<file path="config.mk">
export PLATFORM = sky130hd
export DESIGN_NAME = axi_tdd_ng_sequencer
export DESIGN_NICKNAME = d
export VERILOG_FILES = /design/src/rtl/axi_tdd_ng_sequencer.sv
export SDC_FILE = /design/constraint.sdc
export NUM_CORES = 1
export LEC_CHECK = 0
export BUFFER_PORTS_ARGS = -buffer_cell sky130_fd_sc_hd__clkbuf_2
export CAP_MARGIN = 20
export CELL_PAD_IN_SITES_DETAIL_PLACEMENT = 0
export CELL_PAD_IN_SITES_GLOBAL_PLACEMENT = 1
export CORE_ASPECT_RATIO = 1.4
export CORE_MARGIN = 2
export CORE_UTILIZATION = 47
export CTS_CLUSTER_DIAMETER = 120
export DETAILED_ROUTE_END_ITERATION = 8
export GPL_TIMING_DRIVEN = 0
export PLACE_DENSITY_LB_ADDON = 0.08
export SYNTH_ARGS = -nofsm -noshare
export SYNTH_HDL_FRONTEND = slang
export SYNTH_SLANG_ARGS = --single-unit
</file>
<file path="constraint.sdc">
create_clock -name clk -period 18.7 [get_ports clk]
set_input_delay 4.675 -clock clk [delete_from_list [all_inputs] [get_ports clk]]
set_output_delay 4.675 -clock clk [all_outputs]
set_load 0.05 [all_outputs]
</file>
<file path="src/rtl/axi_tdd_ng_sequencer.sv">
// Frame timing master for the TDD engine: arm, trigger, optional startup delay,
// then a free-running frame counter for a programmed (or infinite) burst.

package axi_tdd_ng_pkg;
   typedef enum logic [1:0] {
      IDLE    = 2'd0,
      ARMED   = 2'd1,
      WAITING = 2'd2,
      RUNNING = 2'd3
   } state_t;
endpackage

module axi_tdd_ng_sequencer #(
   parameter int REGISTER_WIDTH = 32,
   parameter int BURST_WIDTH    = 32
) (
   input  logic                          clk,
   input  logic                          resetn,
   input  logic                          tdd_enable,
   input  logic                          sync_soft,
   input  logic                          sync_ext_en,
   input  logic                          tdd_sync_ext,
   input  logic [REGISTER_WIDTH-1:0]     startup_delay,
   input  logic [REGISTER_WIDTH-1:0]     frame_length,
   input  logic [BURST_WIDTH-1:0]        burst_count,
   output logic [REGISTER_WIDTH-1:0]     tdd_counter,
   output axi_tdd_ng_pkg::state_t        tdd_cstate,
   output logic                          tdd_endof_frame,
   output logic                          tdd_endof_burst,
   output logic                          tdd_sync_out,
   output logic [BURST_WIDTH-1:0]        tdd_frame_count
);
   import axi_tdd_ng_pkg::*;

   localparam logic [REGISTER_WIDTH-1:0] ONE_R = REGISTER_WIDTH'(1);
   localparam logic [BURST_WIDTH-1:0]    ONE_B = BURST_WIDTH'(1);

   state_t                      state_q, state_d;
   logic [REGISTER_WIDTH-1:0]   counter_q, counter_d;
   logic [REGISTER_WIDTH-1:0]   delay_q, delay_d;
   logic [REGISTER_WIDTH-1:0]   len_q, len_d;
   logic [REGISTER_WIDTH-1:0]   last_cnt;
   logic [BURST_WIDTH-1:0]      burst_q, burst_d;
   logic [BURST_WIDTH-1:0]      frames_q, frames_d;
   logic                        eof_q, eof_d;
   logic                        eob_q, eob_d;
   logic                        sync_q, sync_d;
   logic                        edge_q;
   logic                        ext_trig_q;
   logic                        ext_edge;
   logic                        trigger;

   // The external edge is registered once more, so it lands a cycle after a soft pulse would.
   assign ext_edge = tdd_sync_ext & ~edge_q & sync_ext_en;
   assign trigger  = sync_soft | ext_trig_q;

   always_comb begin
      state_d   = state_q;
      counter_d = counter_q;
      frames_d  = frames_q;
      delay_d   = delay_q;
      len_d     = len_q;
      burst_d   = burst_q;
      sync_d    = 1'b0;
      eof_d     = 1'b0;
      eob_d     = 1'b0;
      last_cnt  = '0;

      if (!tdd_enable) begin
         state_d   = IDLE;
         counter_d = '0;
         frames_d  = '0;
      end else begin
         case (state_q)
            IDLE: begin
               state_d   = ARMED;
               counter_d = '0;
            end
            ARMED: begin
               counter_d = '0;
               if (trigger) begin
                  delay_d  = startup_delay;
                  len_d    = frame_length;
                  burst_d  = burst_count;
                  frames_d = '0;
                  sync_d   = 1'b1;
                  state_d  = (startup_delay != '0) ? WAITING : RUNNING;
               end
            end
            WAITING: begin
               if (counter_q == delay_q - ONE_R) begin
                  state_d   = RUNNING;
                  counter_d = '0;
               end else begin
                  counter_d = counter_q + ONE_R;
               end
            end
            RUNNING: begin
               // eof_q/eob_q already mark the last cycle of the frame/burst.
               if (eof_q) begin
                  frames_d  = frames_q + ONE_B;
                  counter_d = '0;
                  if (eob_q) state_d = ARMED;
               end else begin
                  counter_d = counter_q + ONE_R;
               end
            end
            default: begin
               state_d   = IDLE;
               counter_d = '0;
            end
         endcase
      end

      // Frame-end flags are computed from next-cycle values so they are registered in time.
      last_cnt = (len_d <= ONE_R) ? '0 : len_d - ONE_R;
      if (state_d == RUNNING && counter_d == last_cnt) begin
         eof_d = 1'b1;
         eob_d = (burst_d != '0) && (frames_d + ONE_B == burst_d);
      end
   end

   always_ff @(posedge clk) begin
      if (!resetn) begin
         state_q    <= IDLE;
         counter_q  <= '0;
         frames_q   <= '0;
         delay_q    <= '0;
         len_q      <= '0;
         burst_q    <= '0;
         eof_q      <= 1'b0;
         eob_q      <= 1'b0;
         sync_q     <= 1'b0;
         edge_q     <= 1'b0;
         ext_trig_q <= 1'b0;
      end else begin
         state_q    <= state_d;
         counter_q  <= counter_d;
         frames_q   <= frames_d;
         delay_q    <= delay_d;
         len_q      <= len_d;
         burst_q    <= burst_d;
         eof_q      <= eof_d;
         eob_q      <= eob_d;
         sync_q     <= sync_d;
         edge_q     <= tdd_sync_ext;
         ext_trig_q <= ext_edge;
      end
   end

   assign tdd_counter     = counter_q;
   assign tdd_cstate      = state_q;
   assign tdd_endof_frame = eof_q;
   assign tdd_endof_burst = eob_q;
   assign tdd_sync_out    = sync_q;
   assign tdd_frame_count = frames_q;

endmodule
</file>
==> qor.yml <==
antenna_found_initial: 0
io_buffers: 169
fin_nets: 2001
cts_hold_buf: 0
leakagePower_nw: 5.41
cts_resized: 0
place_hpwl_um: 45200
die-area_um2: 28300
critical_path_class: "in2reg"
cts_buffer_depth: 2
cts_root_buf: "clkbuf_16"
slew_viol_final: 0
fp.dieW_um: 143
dr.pass1.iters: 7
cts_setup_buffers: 0
final_common_cell: "nand2_1"
syn_nets: 1809
final_cell_mix: "nand2_1, nor2_1, clkbuf_2"
antennaDiodeCount: 0
drc: 0
reg2reg_depth: 23
rsz0062_at_grt: "false"
critPathRequiredTime_ps: 19060
clk_pin_slew_ps: 70
drt-total-wl_um: 56100
clock_sinks: 167
drive_above_1_share: 0.131
ys_warn_count: 0
grt_pass1_wl_um: 81900
num_vias: 14500
drt_iter0_drc: 884
utilization: 0.546
worst-endpoint-arrival_ps: 14390
seq_area_frac_synth: 0.264
ios: 171
worstHoldPathType: "reg2reg"
min_period_over_period: 0.750
finalHoldViolCount: 0
die_y_um: 198
power.density_nw_per_um2: 67.8
synthesis.instances: 1701
core-area_um2: 26700
syn_to_final_growth_pct: 14.9
grt_start_max_net_pins: 17
initial_utilization: 0.475
place.gp.congestion: 1.03
status: "complete, no violations"
clock_latency_ps: 450
drv_cap: 0
synth.distinct_cells: 89
path_max_fanout: 10
grt_pass1_vias: 14000
vdd_drop_max_uv: 55.7
maxSlewHeadroom: 0.249
synth-main-ff-cell: "dfxtp_1"
cts_buffers: 17
avgSynthCellArea_um2: 7.44
overflow: 0
setup_violations: 0
worst_pin_slew_ps: 1120
fmax_mhz: 71.3
grt_use_total: 0.390
netlist_area_um2: 12700
synth-seq-cells: 167
finClkSkew_ps: 10.9
postRouteAntennaNets: 0
final.setup.tns_ps: 0
cts_tree: "done"
wire_per_inst_um: 25.1
critPathLaunchType: "input pin"
critPathCaptureType: "flip-flop"
rows: 71
vias_per_cell: 6.49
htree_levels: 4
layout_min_cycle_time_ps: 14030
holdPathStages: 2
async_flop_share: 0
synth_enable_flop_cells: 0
## power breakdown
part	switching, mW	internal, mW
Combinational	0.163	0.0834
Clock	0.162	0.211
Sequential	0.00575	0.361
## cells in the mapped netlist (23+ instances only)
cell      number  area (um^2)
nand3_1       61          305
mux2i_1       58          581
nand2_1      219          822
nand4_1       53          332
a211oi_1      23          173
or4_1         34          255
clkbuf_1      86          323
dfxtp_1      167         3340
o21ai_0       46          230
nor4_1        70          438
a21oi_1      100          500
nor3_1        67          335
or3_1         27          169
xnor2_1       95          832
xor2_1        59          517
nor2_1       171          642
## worst max-delay path, stage by stage
cell and delay [ps]:
clkbuf_2 90, o31a_1 220, clkbuf_1 320, nand3_1 230
clkbuf_1 410, buf_1 790, clkbuf_1 620, buf_2 430
clkbuf_1 690, clkbuf_1 550, mux2i_1 510, ha_1 330
nor3b_1 830, nand2_1 160, mux2_2 340, clkbuf_1 220
nor3_1 270, xor2_1 630, o211ai_1 170, o311a_1 330
a311oi_1 450, nand4_1 150, or4b_4 630, nor4_2 300
## final cells by class
type / count / area, um^2
plain buffers: 102 / 412
clock buffers: 22 / 484
clock inverters: 10 / 118
fillers: 2696 / 12100
inverters: 21 / 78.8
multi-input cells: 1411 / 8830
flip-flops and latches: 167 / 3340
well taps: 328 / 410
repair buffers: 173 / 878
## metrics by stage
| step | area, um^2 | total power [mW] | std cells | hold WS [ps] | setup slack (ps) |
|---|---|---|---|---|---|
| 6_report | 14600 | 0.986 | 2234 | 484 | 4670 |
| 5_1_grt | 14600 | 1.01 | 2234 | 520 | 4340 |
| 4_1_cts | 14600 | 0.980 | 2234 | 483 | 4930 |
| 3_5_place_dp | 13900 | 0.612 | 2202 | 474 | 4510 |
| 3_3_place_gp | 13900 | 0.610 | 2198 | 467 | 4530 |
| 2_1_floorplan | 12700 | 0.522 | 1701 | 449 | 7720 |
## final timing paths
| check | from | endpoint | slack [ps] |
|---|---|---|---|
| worst max-delay path | sync_soft | tdd_endof_burst$_SDFF_PN0_ | 4670 |
| worst min-delay path | len_q[7]$_SDFF_PN0_ | len_q[7]$_SDFF_PN0_ | 480 |
| worst max register to register | tdd_cstate[1]$_SDFF_PN0_ | tdd_endof_burst$_SDFF_PN0_ | 8460 |
| worst min register to register | len_q[7]$_SDFF_PN0_ | len_q[7]$_SDFF_PN0_ | 480 |
## cell families after synthesis
family,after synthesis,synth area share
and+or+nand+nor,854,0.355
xor gates and xnor gates,154,0.107
DFF,167,0.264
muxes,60,0.0476
adders and majority gates,6,0.00593
AOI/OAI and AO/OA,337,0.182
buffers and inverters,123,0.0387
## per-layer routing
layer / part of all wire / track usage / up-vias
met1: 0.33 / 0.367 / 6819
met2: 0.50 / 0.699 / 703
li1: - / - / 6714
met5: 0 / 0 / -
met3: 0.060 / 0.0680 / 266
met4: 0.11 / 0.379 / 0
## sequential cells by signal, indices dropped and copies added, names as in the netlist
register / count
delay_q: 32
burst_q: 32
tdd_cstate: 2
len_q: 32
tdd_sync_out: 1
edge_q: 1
tdd_endof_burst: 1
tdd_counter: 32
tdd_endof_frame: 1
tdd_frame_count: 32
ext_trig_q: 1
Note: power is estimated with default switching activity, not from simulation.
